**config.mk**
```make
export PLATFORM = sky130hd
export DESIGN_NAME = booth_issue_queue
export DESIGN_NICKNAME = d
export VERILOG_FILES = /design/src/rtl/booth_pkg.sv /design/src/rtl/operand_fifo.sv /design/src/rtl/booth_issue_queue.sv
export SDC_FILE = /design/constraint.sdc
export NUM_CORES = 1
export LEC_CHECK = 0
export ABC_AREA = 1
export CAP_MARGIN = 0
export CORE_UTILIZATION = 50
export CTS_CLUSTER_SIZE = 28
export DETAILED_ROUTE_END_ITERATION = 10
export PLACE_DENSITY = 0.71
export SLEW_MARGIN = 30
export SYNTH_ARGS = -nofsm -noshare
export SYNTH_HDL_FRONTEND = slang
export SYNTH_SLANG_ARGS = --single-unit
```
**constraint.sdc**
```tcl
create_clock -name clk -period 3.2 [get_ports clk]
set_input_delay 0.48 -clock clk [delete_from_list [all_inputs] [get_ports clk]]
set_output_delay 0.48 -clock clk [all_outputs]
set_load 0.1 [all_outputs]
```
**src/rtl/booth_pkg.sv**
```systemverilog
// Shared types and default sizing for the Booth multiplier operand-issue stage.
package booth_pkg;

  localparam int unsigned DefaultWidthIn  = 16;
  localparam int unsigned DefaultDepth    = 4;
  localparam int unsigned DefaultWidthTag = 4;

  typedef enum logic [1:0] {
    StIdle,
    StIssue,
    StWait
  } state_e;

  // Packing order {a, b, tag} matches the flat FIFO word used by the top.
  typedef struct packed {
    logic [DefaultWidthIn-1:0]  a;
    logic [DefaultWidthIn-1:0]  b;
    logic [DefaultWidthTag-1:0] tag;
  } entry_t;

endpackage

```
**src/rtl/operand_fifo.sv**
```systemverilog
// Synchronous FIFO with flush; full/empty are derived from the level counter.
module operand_fifo
  import booth_pkg::*;
#(
  parameter int unsigned WIDTH = 2 * DefaultWidthIn + DefaultWidthTag,
  parameter int unsigned DEPTH = DefaultDepth
) (
  input  logic                     clk,
  input  logic                     reset,
  input  logic                     push,
  input  logic                     pop,
  input  logic                     flush,
  input  logic [WIDTH-1:0]         wdata,
  output logic [WIDTH-1:0]         rdata,
  output logic [$clog2(DEPTH):0]   level
);

  localparam int unsigned PtrW = $clog2(DEPTH);
  localparam int unsigned LvlW = PtrW + 1;

  logic [WIDTH-1:0] mem_q [DEPTH];
  logic [PtrW-1:0]  wptr_q, rptr_q;
  logic [LvlW-1:0]  level_q;

  always_ff @(posedge clk) begin
    if (push) begin
      mem_q[wptr_q] <= wdata;
    end
  end

  always_ff @(posedge clk or negedge reset) begin
    if (!reset) begin
      wptr_q  <= '0;
      rptr_q  <= '0;
      level_q <= '0;
    end else if (flush) begin
      wptr_q  <= '0;
      rptr_q  <= '0;
      level_q <= '0;
    end else begin
      if (push) wptr_q <= wptr_q + PtrW'(1);
      if (pop)  rptr_q <= rptr_q + PtrW'(1);
      level_q <= level_q + LvlW'(push) - LvlW'(pop);
    end
  end

  assign rdata = mem_q[rptr_q];
  assign level = level_q;

endmodule

```
**src/rtl/booth_issue_queue.sv**
```systemverilog
// Buffers signed operand pairs and issues them one at a time to the sequential
// Booth multiplier, tagging each pair with a wrapping sequence number.
module booth_issue_queue
  import booth_pkg::*;
#(
  parameter int unsigned WIDTH_IN  = DefaultWidthIn,
  parameter int unsigned DEPTH     = DefaultDepth,
  parameter int unsigned WIDTH_TAG = DefaultWidthTag
) (
  input  logic                   clk,
  input  logic                   reset,
  input  logic                   in_valid,
  output logic                   in_ready,
  input  logic [WIDTH_IN-1:0]    in_a,
  input  logic [WIDTH_IN-1:0]    in_b,
  input  logic                   flush,
  output logic                   mul_start,
  output logic [WIDTH_IN-1:0]    mul_a,
  output logic [WIDTH_IN-1:0]    mul_b,
  output logic [WIDTH_TAG-1:0]   mul_tag,
  input  logic                   mul_done,
  output logic [$clog2(DEPTH):0] level,
  output logic                   busy,
  output logic                   spurious_done
);

  localparam int unsigned EntryW = 2 * WIDTH_IN + WIDTH_TAG;
  localparam int unsigned LvlW   = $clog2(DEPTH) + 1;

  state_e               state_q, state_d;
  logic                 push, pop;
  logic [EntryW-1:0]    wdata, rdata;
  logic [WIDTH_IN-1:0]  a_q, b_q;
  logic [WIDTH_TAG-1:0] tag_q, tag_ctr_q;
  logic                 spurious_q;

  // Ready looks only at registered occupancy, never at a same-cycle pop.
  assign in_ready = reset & ~flush & (level < LvlW'(DEPTH));
  assign push     = in_valid & in_ready;
  assign pop      = (state_q == StIdle) & (level != '0);
  assign wdata    = {in_a, in_b, tag_ctr_q};

  operand_fifo #(
    .WIDTH (EntryW),
    .DEPTH (DEPTH)
  ) u_fifo (
    .clk   (clk),
    .reset (reset),
    .push  (push),
    .pop   (pop),
    .flush (flush),
    .wdata (wdata),
    .rdata (rdata),
    .level (level)
  );

  always_ff @(posedge clk or negedge reset) begin
    if (!reset) begin
      state_q <= StIdle;
    end else begin
      state_q <= state_d;
    end
  end

  always_comb begin
    state_d = state_q;
    unique case (state_q)
      StIdle:  if (pop) state_d = StIssue;
      StIssue: state_d = StWait;
      StWait:  if (mul_done) state_d = StIdle;
      default: state_d = StIdle;
    endcase
  end

  always_comb begin
    mul_start = (state_q == StIssue);
    busy      = (state_q != StIdle) | (level != '0);
  end

  always_ff @(posedge clk or negedge reset) begin
    if (!reset) begin
      a_q        <= '0;
      b_q        <= '0;
      tag_q      <= '0;
      tag_ctr_q  <= '0;
      spurious_q <= 1'b0;
    end else begin
      if (pop) begin
        {a_q, b_q, tag_q} <= rdata;
      end
      if (push) begin
        tag_ctr_q <= tag_ctr_q + WIDTH_TAG'(1);
      end
      // Completion outside WAIT is ignored by the FSM but latched for diagnosis.
      if (mul_done && (state_q != StWait)) begin
        spurious_q <= 1'b1;
      end
    end
  end

  assign mul_a         = a_q;
  assign mul_b         = b_q;
  assign mul_tag       = tag_q;
  assign spurious_done = spurious_q;

endmodule

```
Word level (Yosys, flattened, before mapping)
Memories as Yosys holds them, arrays and structs flattened. A register that Yosys moved wholly into a read port is not among the register bits. Index checks and enable logic that the tools add are counted.

Register bits: 14. RAM bits: 144. Input port bits: 37. Logic and storage cells: 42. Memories: 1.

Add/sub/neg operators: 5. $lt $le $gt $ge: 1. Equal/unequal tests: 5. Muxes and demuxes: 10. Bitwise logic cells: 6. Reductions and logical operators: 8.

Memory list: u_fifo.mem_q (words 4, width 36, rd ports 1, clocked after Yosys merged registers in 1, wr ports 1, RTL line operand_fifo.sv:21) `logic [WIDTH-1:0] mem_q [DEPTH];`.

Operator list (number): 2-bit 2-to-1 mux (6); 2-bit one-hot mux with 3 select lines (1); 2-bit nonzero test (3); 2-bit by 1-bit adder with 2-bit output (second input constant) (2); 4-bit by 1-bit adder with 4-bit output (second input constant) (1); 1-bit AND (4); 2-bit inequality test (second input constant) (2); 3-bit by 1-bit adder with 3-bit output (1); 3-bit < comparator (second input constant) (1); 3-bit 2-to-1 mux (1); 3-bit nonzero test (1); 3-bit by 1-bit subtractor with 3-bit output (1); 2-bit by 1-bit equality test with 1-bit output (second input constant) (1); 2-bit equality test (second input constant) (1); 2-bit zero test (1); 1-bit 2-to-1 mux (2); 2-bit by 1-bit inequality test with 1-bit output (second input constant) (1); 2-bit AND reduction (1); 1-bit logical AND (1); 1-bit zero test (1); 1-bit NOT (1); 1-bit bitwise OR (1).

Logic depth before layout (Yosys ltp)
Depth after elaboration: 7. Gate-level depth with buffers: 13.

By module
From an unflattened synthesis, not the netlist that was laid out.

Cell total of the unflattened synthesis: 673. Area, all modules: 8151.6 um^2.

Modules (own cells, without submodules): operand_fifo (instances 1, cells an instance 471, area an instance 6352.3 um^2, sequential area each 4499.3 um^2); booth_issue_queue (instances 1, cells an instance 202, area an instance 1799.2 um^2, sequential area each 1076.0 um^2).

Least setup slack after synthesis
Ideal clock, no wire load.

Path type: flip-flop to flip-flop. Start point: register u_fifo.level_q[2] (netlist: u_fifo.level[2]). End point: memory u_fifo.mem_q[0][0] (netlist bit), enable pin. Arrival time: 2.807 ns. Setup slack: -0.037 ns. Stages on the path, launching flop included: 5. Buffers on the path: 1. Cells stage by stage: dfrtp_1 inv_1 nand4_1 buf_4 nor2_1.

Word-level cells in the longest chain between the ends: 5.

RTL lines: start, declared (RTL line operand_fifo.sv:23) `logic [LvlW-1:0] level_q;`; start signal, assigned (RTL line operand_fifo.sv:43) `level_q <= level_q + LvlW'(push) - LvlW'(pop);`; 3-bit < comparator (RTL line booth_issue_queue.sv:38) `assign in_ready = reset & ~flush & (level < LvlW'(DEPTH));`; 1-bit AND (RTL line booth_issue_queue.sv:38); 1-bit AND (RTL line booth_issue_queue.sv:39) `assign push = in_valid & in_ready;`; 1-bit 2-to-1 mux (RTL line operand_fifo.sv:26) `if (push) begin`; 1-bit 2-to-1 mux (implied by the code) (RTL line operand_fifo.sv:27) `mem_q[wptr_q] <= wdata;`; end, declared (RTL line operand_fifo.sv:21).

Every way passes these cells.

Worst setup path in the final report
Start point: register a_q[10] (netlist: mul_a[10]), read port of u_fifo.mem_q. End point: output mul_a[10].

RTL lines: start, declared (RTL line booth_issue_queue.sv:33) `logic [WIDTH_IN-1:0] a_q, b_q;`; end, declared (RTL line booth_issue_queue.sv:18) `output logic [WIDTH_IN-1:0] mul_a,`.

No word-level cell between the ends.

==> results.json <==
{
  "end_kind": "primary output",
  "dp_slack_ns": 0.770,
  "antenna_found_initial": 0,
  "maxCapViolCount": 0,
  "h-tree-depth": 4,
  "path_class": "reg -> out",
  "globalplace.congestion": 0.716,
  "die_h_microns": 130,
  "grt_pass1_vias": 5233,
  "grt_use_total": 0.208,
  "crit_path_top_delay_cell": "clkdlybuf4s50_1",
  "r2r_cells": 12,
  "grt_start_max_net_pins": 76,
  "drc_errors": 0,
  "p_total_w": 0.00911,
  "slew_viol_final": 0,
  "clk_pin_slew_ns": 0.07,
  "syn_inst": 811,
  "yosys_warnings": 0,
  "critical_path_required_ns": 2.72,
  "synth_edf_count": 144,
  "vias": 5266,
  "drt_pass1_iterations": 5,
  "slowest_delay_ns": 1.14,
  "clock_latency_ns": 0.44,
  "cts_tree": "built",
  "rsz0062_at_grt": "no",
  "leakage_nw": 4.52,
  "finalSetupViolations": 0,
  "hp-class": "in -> async",
  "path_delay_family": "buffers and inverters",
  "cts-buffers-inserted": 17,
  "antenna_cells": 0,
  "startpoint_type": "flop",
  "ant_nets": 0,
  "synth.distinct_cells": 23,
  "ioPinCount": 80,
  "drive_gt1_frac": 0.0863,
  "cts_hold_buf": 0,
  "r2r-start": "u_fifo.level[1]$_DFF_PN0_",
  "status": "complete, no violations",
  "post-place-cells": 1088,
  "syn_area_sq_um": 8180,
  "ctsResizeCount": 0,
  "clockBufferDepth": 2,
  "wl_mm": 15.9,
  "stdcell_count": 1120,
  "synth_flop_cell": "edfxtp_1",
  "rrSetupSlack_ns": 1.22,
  "power_density_nw_per_um2": 939,
  "final_util": 0.608,
  "hold_violations": 0,
  "tightest_slew_ns": 0.970,
  "die_x_microns": 130,
  "row_count": 46,
  "seq_area_frac_synth": 0.681,
  "grt_pass1_wl_mm": 26.0,
  "area_growth_pct": 18.5,
  "reg2reg_to": "u_fifo.level[2]$_DFF_PN0_",
  "fmax_mhz": 413,
  "start_util": 0.513,
  "cp_max_fo": 2,
  "n_fill_cell": 1271,
  "skew_ns": 0.00842,
  "cp_cell_sequence": "clkdlybuf4s50_1",
  "core_area_sq_um": 15900,
  "place_hpwl_mm": 9.04,
  "finalCriticalPeriod_ns": 2.42,
  "numPortBuffers": 79,
  "crit_buf_inv": 1,
  "vias_per_cell": 4.70,
  "ir_drop_v": 0.000481,
  "arrival_ns": 1.94,
  "ys_seq_elements": 194,
  "overflow": 0,
  "avgSynthCellArea_sq_um": 10.1,
  "root_buffer": "clkbuf_16",
  "synthArstFlopShare": 0.258,
  "drtIter0Drc": 365,
  "dieArea_sq_um": 16900,
  "cts_setup_buffers": 0,
  "hold-worst-slack_ns": 0.243,
  "maxSlewHeadroom": 0.352,
  "setup_ws_ns": 0.776,
  "syn_nets": 856,
  "cts_sinks": 194,
  "avgRoutedWirePerCell_microns": 14.2,
  "fin_nets": 936,
  "finalCritPeriodShare": 0.757
}
-- worst max-delay path by stage --
stage | from | end | depth (start not counted)
finish | mul_a[10]$_DFFE_PN0P_ | mul_a[10] | 1
global route | mul_a[10]$_DFFE_PN0P_ | mul_a[10] | 1
CTS | mul_a[10]$_DFFE_PN0P_ | mul_a[10] | 1
detailed placement | flush | u_fifo.mem_q[0][11]$_DFFE_PP_ | 6
global placement | flush | u_fifo.mem_q[0][12]$_DFFE_PP_ | 6
floorplan | u_fifo.level[2]$_DFF_PN0_ | u_fifo.mem_q[0][0]$_DFFE_PP_ | 4
-- cell usage in the layout (no fill, tap or decap) --
cell,instances
nand2_1,309
inv_1,163
edfxtp_1,144
nand3_1,78
clkdlybuf4s50_1,58
dfrtp_1,48
buf_4,30
clkbuf_16,17
nor2_1,8
ha_1,7
clkinv_4,5
nand4_1,4
nor2_4,4
inv_6,4
nor2_2,2
nand2_2,2
inv_2,2
xnor2_1,2
clkinvlp_4,2
inv_8,2
clkinv_2,2
buf_12,2
dfrtp_2,2
inv_4,1
clkinv_1,1
o21ai_0,1
o21bai_1,1
a21o_1,1
fa_1,1
buf_2,1
-- per-stage QoR --
stage	TNS, ns	instance area (sq um)
after CTS	0	9700
after global placement	0	9150
after detailed placement	0	9150
after global routing	0	9700
final	0	9700
after floorplan	-5.28	8180
-- cell type report --
type / instances / area (sq um) / area share
flip-flops and latches: 194 / 5580 / 0.575
multi-input cells: 420 / 1820 / 0.188
repair buffers: 91 / 851 / 0.0877
inverters: 167 / 629 / 0.0649
clock buffers: 17 / 425 / 0.0439
well taps: 216 / 270 / 0.0279
clock inverters: 15 / 126 / 0.0130
-- power breakdown --
part	internal (W)	switching, W
combinational	0.000864	0.00300
sequential	0.00306	0.000199
clock	0.00102	0.000973
-- layer usage --
metal,share of wire,GRT usage,vias up
li1,-,-,2666
met1,0.42,0.262,2440
met2,0.51,0.356,142
met3,0.051,0.0332,18
met4,0.013,0.0937,0
met5,0,0,-
-- registers in the layout, indices dropped and copies added (netlist names) --
signal / flops
u_fifo.mem_q: 144
mul_a: 16
mul_b: 16
mul_tag: 4
tag_ctr_q: 4
u_fifo.level: 3
state_q: 2
u_fifo.rptr_q: 2
u_fifo.wptr_q: 2
spurious_done: 1
-- kinds of logic after synthesis --
kind of cell | Yosys count | synth area share
adders and majority gates | 8 | 0.0131
and+or+nand+nor | 407 | 0.201
xor gates and xnor gates | 2 | 0.00214
DFF | 194 | 0.681
buffers and inverters | 197 | 0.0998
AOI/OAI and AO/OA | 3 | 0.00245
-- cell usage after synthesis (2+ instances only) --
cell | instances | share of area
nand2_1 | 309 | 0.14
inv_1 | 163 | 0.075
edfxtp_1 | 144 | 0.53
nand3_1 | 78 | 0.048
dfrtp_1 | 50 | 0.15
buf_2 | 15 | 0.0092
nor2_1 | 12 | 0.0055
buf_4 | 11 | 0.010
ha_1 | 7 | 0.011
nand4_1 | 4 | 0.0031
buf_6 | 2 | 0.0028
inv_2 | 2 | 0.00092
nand2_2 | 2 | 0.0015
nor2_2 | 2 | 0.0015
xnor2_1 | 2 | 0.0021
(Power assumes the default switching activity.)
